[config.mk]
export PLATFORM = sky130hd
export DESIGN_NAME = reload_counter_p
export DESIGN_NICKNAME = d
export VERILOG_FILES = /design/src/rtl/reload_counter_pkg.sv /design/src/rtl/reload_prescaler.sv /design/src/rtl/reload_counter_p.sv
export SDC_FILE = /design/constraint.sdc
export NUM_CORES = 1
export LEC_CHECK = 0
export BUFFER_PORTS_ARGS = -buffer_cell sky130_fd_sc_hd__buf_2
export CAP_MARGIN = 40
export CORE_UTILIZATION = 30
export CTS_BUF_LIST = sky130_fd_sc_hd__clkbuf_4 sky130_fd_sc_hd__clkbuf_8
export DETAILED_ROUTE_END_ITERATION = 8
export GPL_TIMING_DRIVEN = 0
export PLACE_DENSITY = 0.62
export SLEW_MARGIN = 20
export SYNTH_ARGS = -nofsm -noshare
export SYNTH_HDL_FRONTEND = slang
export SYNTH_SLANG_ARGS = --single-unit
[constraint.sdc]
create_clock -name clk -period 2.2 [get_ports clk]
set_clock_uncertainty 0.1 [all_clocks]
set_input_delay 0.44 -clock clk [delete_from_list [all_inputs] [get_ports clk]]
set_output_delay 0.44 -clock clk [all_outputs]
set_load 0.02 [all_outputs]
[src/rtl/reload_counter_pkg.sv]
// rtl/reload_counter_pkg.sv - shared types and encodings for the self-reloading counter
package reload_counter_pkg;

   typedef enum logic {
      RUN  = 1'b0,
      HALT = 1'b1
   } state_t;

   localparam logic DIR_UP       = 1'b0;
   localparam logic DIR_DOWN     = 1'b1;
   localparam logic MODE_AUTO    = 1'b0;
   localparam logic MODE_ONESHOT = 1'b1;

endpackage

[src/rtl/reload_prescaler.sv]
// rtl/reload_prescaler.sv - tick divider, one tick_pre every prescale+1 enabled cycles
module reload_prescaler #(
   parameter int PRESCALE_W = 4
) (
   input  logic                  clk,
   input  logic                  reset,
   input  logic                  clr,
   input  logic                  en,
   input  logic [PRESCALE_W-1:0] prescale,
   output logic                  tick_pre
);

   logic [PRESCALE_W-1:0] pre_q;
   logic [PRESCALE_W-1:0] pre_d;

   // prescale is compared live, so a new divider applies at the next compare
   assign tick_pre = en && (pre_q == prescale);

   always_comb begin
      pre_d = pre_q;
      if (clr) begin
         pre_d = '0;
      end else if (tick_pre) begin
         pre_d = '0;
      end else if (en) begin
         pre_d = pre_q + PRESCALE_W'(1);
      end
   end

   always_ff @(posedge clk or posedge reset) begin
      if (reset) begin
         pre_q <= '0;
      end else begin
         pre_q <= pre_d;
      end
   end

endmodule

[src/rtl/reload_counter_p.sv]
// rtl/reload_counter_p.sv - up/down counter with auto-reload or one-shot halt at terminal count
module reload_counter_p
   import reload_counter_pkg::*;
#(
   parameter int WIDTH      = 4,
   parameter int PRESCALE_W = 4
) (
   input  logic                  clk,
   input  logic                  reset,
   input  logic                  load_i,
   input  logic [WIDTH-1:0]      load_val_i,
   input  logic                  en_i,
   input  logic                  dir_i,
   input  logic                  mode_i,
   input  logic [PRESCALE_W-1:0] prescale_i,
   output logic [WIDTH-1:0]      count_o,
   output logic                  tc_o,
   output logic                  done_o,
   output logic                  running_o
);

   state_t           state_q, state_d;
   logic [WIDTH-1:0] count_q, count_d;
   logic [WIDTH-1:0] reload_q, reload_d;
   logic             tc_q, tc_d;
   logic             done_q, done_d;

   logic             run;
   logic             tick_pre;
   logic             tick;
   logic             terminal;

   assign run = (state_q == RUN);

   // Prescaler only advances while counting, so HALT freezes it as well
   reload_prescaler #(
      .PRESCALE_W (PRESCALE_W)
   ) u_prescaler (
      .clk      (clk),
      .reset    (reset),
      .clr      (load_i),
      .en       (en_i && run),
      .prescale (prescale_i),
      .tick_pre (tick_pre)
   );

   assign tick     = tick_pre && run;
   assign terminal = (dir_i == DIR_DOWN) ? (count_q == '0) : (count_q == '1);

   always_comb begin
      state_d  = state_q;
      count_d  = count_q;
      reload_d = reload_q;
      done_d   = done_q;
      tc_d     = 1'b0;
      if (load_i) begin
         count_d  = load_val_i;
         reload_d = load_val_i;
         done_d   = 1'b0;
         state_d  = RUN;
      end else if (tick) begin
         if (terminal) begin
            tc_d = 1'b1;
            if (mode_i == MODE_ONESHOT) begin
               done_d  = 1'b1;
               state_d = HALT;
            end else begin
               count_d = reload_q;
            end
         end else if (dir_i == DIR_DOWN) begin
            count_d = count_q - WIDTH'(1);
         end else begin
            count_d = count_q + WIDTH'(1);
         end
      end
   end

   always_ff @(posedge clk or posedge reset) begin
      if (reset) begin
         state_q  <= RUN;
         count_q  <= '0;
         reload_q <= '0;
         tc_q     <= 1'b0;
         done_q   <= 1'b0;
      end else begin
         state_q  <= state_d;
         count_q  <= count_d;
         reload_q <= reload_d;
         tc_q     <= tc_d;
         done_q   <= done_d;
      end
   end

   assign count_o   = count_q;
   assign tc_o      = tc_q;
   assign done_o    = done_q;
   assign running_o = run;

endmodule

==> flow_summary.yaml, run 1 <==
place:
  port-buffer-count: 20
  dpl.cell_count: 140
  place_area_um2: 1017
  place_hpwl_um: 1307
  gp_congestion: 0.7681
timing:
  timing.setup.tns_ns: 0
  maxSlewViolCount: 0
  min_period_ns: 2.108
  rsz0062_at_grt: "false"
  finalSetupViolations: 0
  hold_viol_final: 0
  tightestPinTransition_ns: 0.5951
  timing.fmax_ghz: 0.4743
  slew_headroom_pct: 60.11
  finalCritPeriodShare_pct: 95.84
  holdWs_ns: 0.09405
clocking:
  htree_num_levels: 1
  cts_tree: "built"
  clkTransAtPathRegs_ns: 0.09
  root_buffer: "clkbuf_4"
  cts_buffers: 3
  clkLatencyLatePin_ns: 0.28
  cts.path.max_buffers: 2
  clock-sinks: 14
yosys:
  async_reset_ff_share_pct: 100.0
  yosysSeqAreaShare_pct: 39.89
  synth_edf_count: 0
  synth_area_per_cell_um2: 9.869
  synth_cells: 89
  synth_top_flop_cell: "dfrtp_1"
  synth_top_cell_by_area: "dfrtp_1"
  synth_top_cell_area_share_pct: 39.89
  ys_warn_count: 0
  ys_types: 33
  syn-cell-area_um2: 878.3
  synth_nets: 107
  ys_seq_elements: 14
  yosys-top-cells-area: "dfrtp_1 (40%), xnor2_1 (7.0%), nand2_1 (4.7%), ha_1 (4.3%), inv_1 (4.3%)"
critical_path:
  cp-end-kind: "flip-flop"
  path_max_fanout: 5
  required_ns: 2.27
  worst_setup_path_start_kind: "flip-flop"
  path_class: "flip-flop to flip-flop"
  arrival_ns: 2.18
finish:
  nets: 136
  antenna_cells: 0
  final_cell_area_um2: 1094
  layout-drive-gt1-share_pct: 34.19
  fin_cells: 148
  syn_to_final_growth_pct: 24.50
  post-route-util_pct: 39.66
floorplan:
  io_pins: 21
  die_w_um: 56.11
  start_util_pct: 31.85
  die_area_um2: 3148
  std_cell_rows: 19
  core_area_um2: 2758
  fp.dieH_um: 56.11
pwr:
  switchingPower_uw: 301.8
  swShare_pct: 34.16
  p_leak_nw: 0.5129
  combPwrFrac_pct: 39.9
  power.share.clock_pct: 21.4
  p_per_area_nw_per_um2: 807.8
  vdd_ir_drop_max_mv: 0.4946
  pwr-share-seq_pct: 38.7
  p_int_uw: 581.6
grt:
  grt.overflow.total: 0
  grt_pass1_wl_um: 2987
  grt_max_degree: 15
  first_global_vias: 700
  antenna_found_initial: 0
  grt_util_all_layers_pct: 12.24
route:
  drc: 0
  wl_per_cell_um: 11.99
  drtAntennaViolNets: 0
  dr.pass1.iters: 2
  vias: 716
  post_drt_via_cell_ratio: 4.838
  wl_um: 1775
  drtIter0Drc: 16
min_path:
  hp-class: "input pin to asynchronous set/reset pin"
status:
  status: "complete, no violations"
job:
  drv_cap: 0
==> path summary, 6_finish.rpt <==
path / start / end / slack (ns) / cells past startpoint
worst max-delay path: count_o[1] / count_o[2] / 0.09 / 6
worst max register to register: count_o[1] / count_o[2] / 0.09 / 6
worst min register to register: reload_q[2] / reload_q[2] / 0.45 / 2
min in group clk: load_val_i[3] / reload_q[3] / 0.29 / 3
worst min-delay path: reset / tc_o / 0.09 / 2
max in group asynchronous: reset / count_o[0] / 1.51 / 2
==> Yosys cell counts (2+ instances only) <==
library cell  count
a21o_1            2
a21oi_1           4
dfrtp_1          14
ha_1              3
inv_1            10
mux2i_1           2
nand2_1          11
nand3_1           3
nor2_1            2
nor3_1            2
o21ai_0           5
o21ai_1           3
xnor2_1           7
xor2_1            2
==> sequential cells by signal, summed over array words and instances (netlist names) <==
name	cells
u_prescaler.pre_q	4
reload_q	4
tc_o	1
done_o	1
count_o	4
==> metrics by stage <==
step	power, mW	worst slack (ns)
detailed placement	0.6655	-0.1308
global placement	0.6592	-0.1217
finish	0.8834	0.09158
floorplan	0.5837	0.01785
global route	0.9421	0.007008
CTS	0.8698	0.03561
==> routing by layer <==
layer	routed length (um)	vias to the layer above	global-route usage, %
li1	-	361	-
met1	875	334	16.15
met2	818	19	18.71
met3	71	2	3.023
met4	9	0	5.923
met5	0	-	0
==> final cells by class <==
class,count,area [um2]
plain buffers,2,15.01
clock buffers,4,36.28
fillers,286,1664
inverters,10,37.54
multi-input cells,63,479.2
flip-flops and latches,14,352.8
well taps,31,38.79
repair buffers,24,133.9
==> cell usage in the layout, fill, tap and decap left out, types with 2 or more instances in the layout <==
cell	count
a21o_1	2
a21oi_1	4
buf_2	20
buf_4	3
buf_6	2
clkbuf_4	3
dfrtp_1	12
dfrtp_2	2
ha_1	3
inv_1	10
mux2i_1	2
nand2_1	11
nand3_1	3
nor2_1	2
nor3_1	2
o21ai_0	5
o21ai_1	2
xnor2_1	7
xor2_1	2
==> repair_timing <==
item	CTS	global route
pin swaps	0	0
buffers inserted	2	2
hold buffers	0	0
gates resized for setup	0	4
setup endpoints to repair	2	2
==> power groups by stage <==
stage,clock (mW),combinational [mW],sequential (mW)
final,0.189,0.353,0.342
after global routing,0.206,0.388,0.348
after CTS,0.197,0.328,0.344
after detailed placement,0,0.317,0.349
after global placement,0,0.313,0.346
after floorplan,0,0.210,0.373
==> worst max-delay path: stages, from the launching register on <==
cell	delay, ns
dfrtp_2	0.43
or4b_4	0.55
mux2i_4	0.24
buf_6	0.16
mux2i_1	0.16
o21ai_0	0.08
mux2_1	0.28
==> kinds of logic after synthesis <==
logic type / count (synthesis) / share of synthesized area (%)
AOI/OAI and AO/OA: 19 / 14.39
muxes: 6 / 9.116
and+or+nand+nor: 25 / 15.10
adders and majority gates: 4 / 6.553
DFF: 14 / 39.89
xor gates and xnor gates: 9 / 8.975
buffers and inverters: 12 / 5.983
No activity file was read; power rests on OpenSTA's default activity.
==> run 2: changes to the inputs <==
==> constraint.sdc (replaced) <==
create_clock -name clk -period 2.2 [get_ports clk]
set_clock_uncertainty 0.1 [all_clocks]
set_input_delay 0.11 -clock clk [delete_from_list [all_inputs] [get_ports clk]]
set_output_delay 0.11 -clock clk [all_outputs]
set_load 0.02 [all_outputs]
==> flow_summary.yaml, run 2 (synthesis results as in run 1) <==
status:
  status: "complete, no violations"
job:
  drv_cap: 0
grt:
  grt_pass1_wl_um: 3029
  grt.overflow.total: 0
  grt_max_degree: 15
  grt_util_all_layers_pct: 12.39
  antenna_found_initial: 0
  first_global_vias: 710
finish:
  antenna_cells: 0
  final_common_cell: "buf_2"
  nets: 142
  layout-drive-gt1-share_pct: 32.52
  fillers: 284
  multiInputGateArea_um2: 479.2
  final_cell_mix: "buf_2 (20), dfrtp_1 (12), nand2_1 (11), inv_1 (10), xnor2_1 (7)"
  fin_cells: 154
  final_cell_area_um2: 1154
  seq_area_um2: 352.8
  syn_to_final_growth_pct: 31.34
route:
  drtAntennaViolNets: 0
  drc: 0
  vias: 737
  drtIter0Drc: 16
  wl_um: 1811
  wl_per_cell_um: 11.76
  post_drt_via_cell_ratio: 4.786
  dr.pass1.iters: 3
clocking:
  clkLatencyLatePin_ns: 0.28
  cts_tree: "built"
  clkTransAtPathRegs_ns: 0.09
  cts_buffers: 3
  root_buffer: "clkbuf_4"
  cts.path.max_buffers: 2
  clock-sinks: 14
  htree_num_levels: 1
critical_path:
  path_class: "flip-flop to flip-flop"
  required_ns: 2.27
  worst_setup_path_start_kind: "flip-flop"
  cp-end-kind: "flip-flop"
  path_max_fanout: 6
  arrival_ns: 2.18
floorplan:
  fp.dieH_um: 56.11
  std_cell_rows: 19
  start_util_pct: 31.85
  core_area_um2: 2758
  die_w_um: 56.11
  die_area_um2: 3148
  io_pins: 21
timing:
  maxSlewViolCount: 0
  min_period_ns: 2.111
  timing.fmax_ghz: 0.4736
  hold_viol_final: 0
  slew_headroom_pct: 59.25
  tightestPinTransition_ns: 0.6080
  timing.setup.tns_ns: 0
  rsz0062_at_grt: "false"
  finalCritPeriodShare_pct: 95.97
  finalSetupViolations: 0
  holdWs_ns: 0.08130
place:
  place_area_um2: 1017
  port-buffer-count: 20
  dpl.cell_count: 140
  place_hpwl_um: 1307
  gp_congestion: 0.7681
pwr:
  total_power_uw: 890.8
  vdd_ir_drop_max_mv: 0.4941
  p_per_area_nw_per_um2: 772.2
  p_leak_nw: 0.5380
min_path:
  hp-class: "input pin to flip-flop"
## run 2: final timing paths
path,slack [ns],to,cells past startpoint,startpoint
worst max-delay path,0.09,count_o[2],6,count_o[0]
worst min-delay path,0.08,count_o[3],3,load_i
worst max register to register,0.09,count_o[2],6,count_o[0]
worst min register to register,0.44,reload_q[1],2,reload_q[1]
max in group asynchronous,1.29,count_o[1],3,reset
min in group asynchronous,0.32,u_prescaler.pre_q[2],3,reset
## run 2: layer usage
layer	share of wire [%]	up-vias	track usage, %
li1	-	372	-
met5	0	-	0
met4	0.50	0	5.923
met2	45	17	18.88
met1	50	346	16.45
met3	3.5	2	3.023
## run 2: critical path, stage by stage, from the launching register on
cell and delay (ns):
dfrtp_2 0.45, or4b_4 0.53, mux2i_4 0.24, buf_6 0.16, mux2i_1 0.16, o21ai_0 0.08, mux2_1 0.28
## run 2: cell type report
class	count	share of cell area, %
multi-input combinational	63	41.54
tap	31	3.362
clock buffer	4	3.145
timing repair buffer	30	16.81
inverter	10	3.254
buffer	2	1.302
sequential	14	30.59
## run 2: report_power, final
part | switching, mW | internal, mW | leakage, nW | total (mW)
clock | 0.0871 | 0.101 | 0.0210 | 0.188
combinational | 0.169 | 0.192 | 0.340 | 0.361
sequential | 0.0464 | 0.296 | 0.177 | 0.342
## run 2: metrics by stage
stage	util, %	setup slack [ns]
6_report	41.83	0.08856
4_1_cts	40.93	0.03561
3_5_place_dp	36.89	-0.04593
3_3_place_gp	36.89	-0.04228
5_1_grt	41.83	0.007008
2_1_floorplan	-	0.01785
## run 2: timing repair
| action | 4_1_cts | 5_1_grt |
|---|---|---|
| endpoints found under the setup margin | 2 | 2 |
| hold buffers | 6 | 0 |
| hold endpoints to repair | 19 | 0 |
| gates resized for setup | 0 | 4 |
| pin swaps | 0 | 0 |
| setup buffers | 2 | 2 |
==> run 3: changes to the inputs <==
PLACE_DENSITY = 0.6   (was 0.62)
clock period = 2.1 ns   (was 2.2 ns; I/O delays follow)
==> flow_summary.yaml, run 3 (synthesis results as in run 1) <==
grt:
  first_global_vias: 696
  antenna_found_initial: 0
  grt_pass1_wl_um: 3084
  grt.overflow.total: 0
  grt_util_all_layers_pct: 12.85
  grt_max_degree: 15
clocking:
  cts_buffers: 3
  clkTransAtPathRegs_ns: 0.09
  cts.path.max_buffers: 2
  htree_num_levels: 1
  clkLatencyLatePin_ns: 0.28
  root_buffer: "clkbuf_4"
  cts_tree: "built"
  clock-sinks: 14
place:
  dpl.cell_count: 140
  gp_congestion: 0.7965
  place_area_um2: 1027
  place_hpwl_um: 1356
  pre_cts_slack_ns: -0.1135
  port-buffer-count: 20
finish:
  final_common_cell: "buf_2"
  final_cell_area_um2: 1187
  seq_area_um2: 352.8
  layout-drive-gt1-share_pct: 34.92
  final_cell_mix: "buf_2 (20), dfrtp_1 (12), nand2_1 (11), inv_1 (10), xnor2_1 (7)"
  antenna_cells: 0
  fillers: 277
  multiInputGateArea_um2: 486.7
  nets: 145
  syn_to_final_growth_pct: 35.19
  fin_cells: 157
floorplan:
  std_cell_rows: 19
  io_pins: 21
  core_area_um2: 2758
  die_area_um2: 3148
  fp.dieH_um: 56.11
  die_w_um: 56.11
  start_util_pct: 31.85
route:
  drtAntennaViolNets: 0
  drtIter0Drc: 19
  dr.pass1.iters: 5
  wl_um: 1978
  wl_per_cell_um: 12.60
  drc: 0
  vias: 775
  post_drt_via_cell_ratio: 4.936
timing:
  holdWs_ns: 0.08846
  tightestPinTransition_ns: 0.5894
  timing.setup.tns_ns: 0
  finalWorstSetupSlack_ns: 0.0003202
  hold_viol_final: 0
  slew_headroom_pct: 60.49
  rsz0062_at_grt: "true"
  min_period_ns: 2.100
  finalSetupViolations: 0
  timing.fmax_ghz: 0.4763
  maxSlewViolCount: 0
  finalCritPeriodShare_pct: 99.98
critical_path:
  arrival_ns: 2.18
  path_max_fanout: 5
  cp-end-kind: "flip-flop"
  path_class: "flip-flop to flip-flop"
  worst_setup_path_start_kind: "flip-flop"
  required_ns: 2.18
pwr:
  p_per_area_nw_per_um2: 811.9
  vdd_ir_drop_max_mv: 0.4414
  p_leak_nw: 0.5623
min_path:
  hp-class: "input pin to flip-flop"
job:
  drv_cap: 0
status:
  status: "complete, no violations"
[run 3: final cells by class]
| type | instances | area share [%] |
|---|---|---|
| Buffer | 2 | 1.264 |
| Clock buffer | 4 | 3.056 |
| Inverter | 10 | 3.161 |
| Multi-Input combinational cell | 63 | 40.99 |
| Sequential cell | 14 | 29.72 |
| Tap cell | 31 | 3.267 |
| Timing Repair Buffer | 33 | 18.55 |
[run 3: metrics by stage]
| stage | util [%] | total power [mW] |
|---|---|---|
| 6_report | 43.06 | 0.9640 |
| 5_1_grt | 43.06 | 1.035 |
| 4_1_cts | 42.11 | 0.9473 |
| 3_5_place_dp | 37.25 | 0.7188 |
| 3_3_place_gp | 37.25 | 0.7061 |
| 2_1_floorplan | - | 0.6255 |
[run 3: what timing repair did]
| action | CTS | global route |
|---|---|---|
| endpoints found under the setup margin | 3 | 4 |
| setup buffers | 5 | 2 |
| hold endpoints to repair | 19 | 0 |
| pin swaps | 1 | 3 |
| hold buffers | 6 | 0 |
| resized for setup | 0 | 3 |
[run 3: path summary, 6_finish.rpt]
check / start / end / slack [ns] / depth (start not counted)
max in group asynchronous: reset / count_o[0] / 1.22 / 3
worst min register to register: reload_q[1] / reload_q[1] / 0.44 / 2
worst max register to register: count_o[1] / count_o[2] / 0.0003 / 5
worst max-delay path: count_o[1] / count_o[2] / 0.0003 / 5
min in group asynchronous: reset / reload_q[1] / 0.29 / 3
worst min-delay path: en_i / u_prescaler.pre_q[1] / 0.09 / 4
[run 3: per-layer routing]
metal	global-route usage [%]	wire length (um)	up-vias
met5	0	0	-
met3	2.326	104	3
met1	16.20	919	367
li1	-	-	377
met4	5.226	17	0
met2	21.60	936	28
[run 3: critical path: stages, from the launching register on]
cell and delay (ns):
dfrtp_2 0.44, or4b_4 0.55, mux2i_4 0.27, nand2_2 0.11
a21oi_4 0.21, mux2_4 0.32
[run 3: power by group]
part	total, mW	internal [mW]	switching, mW
logic	0.410	0.219	0.190
registers	0.360	0.310	0.0500
clock network	0.195	0.106	0.0892
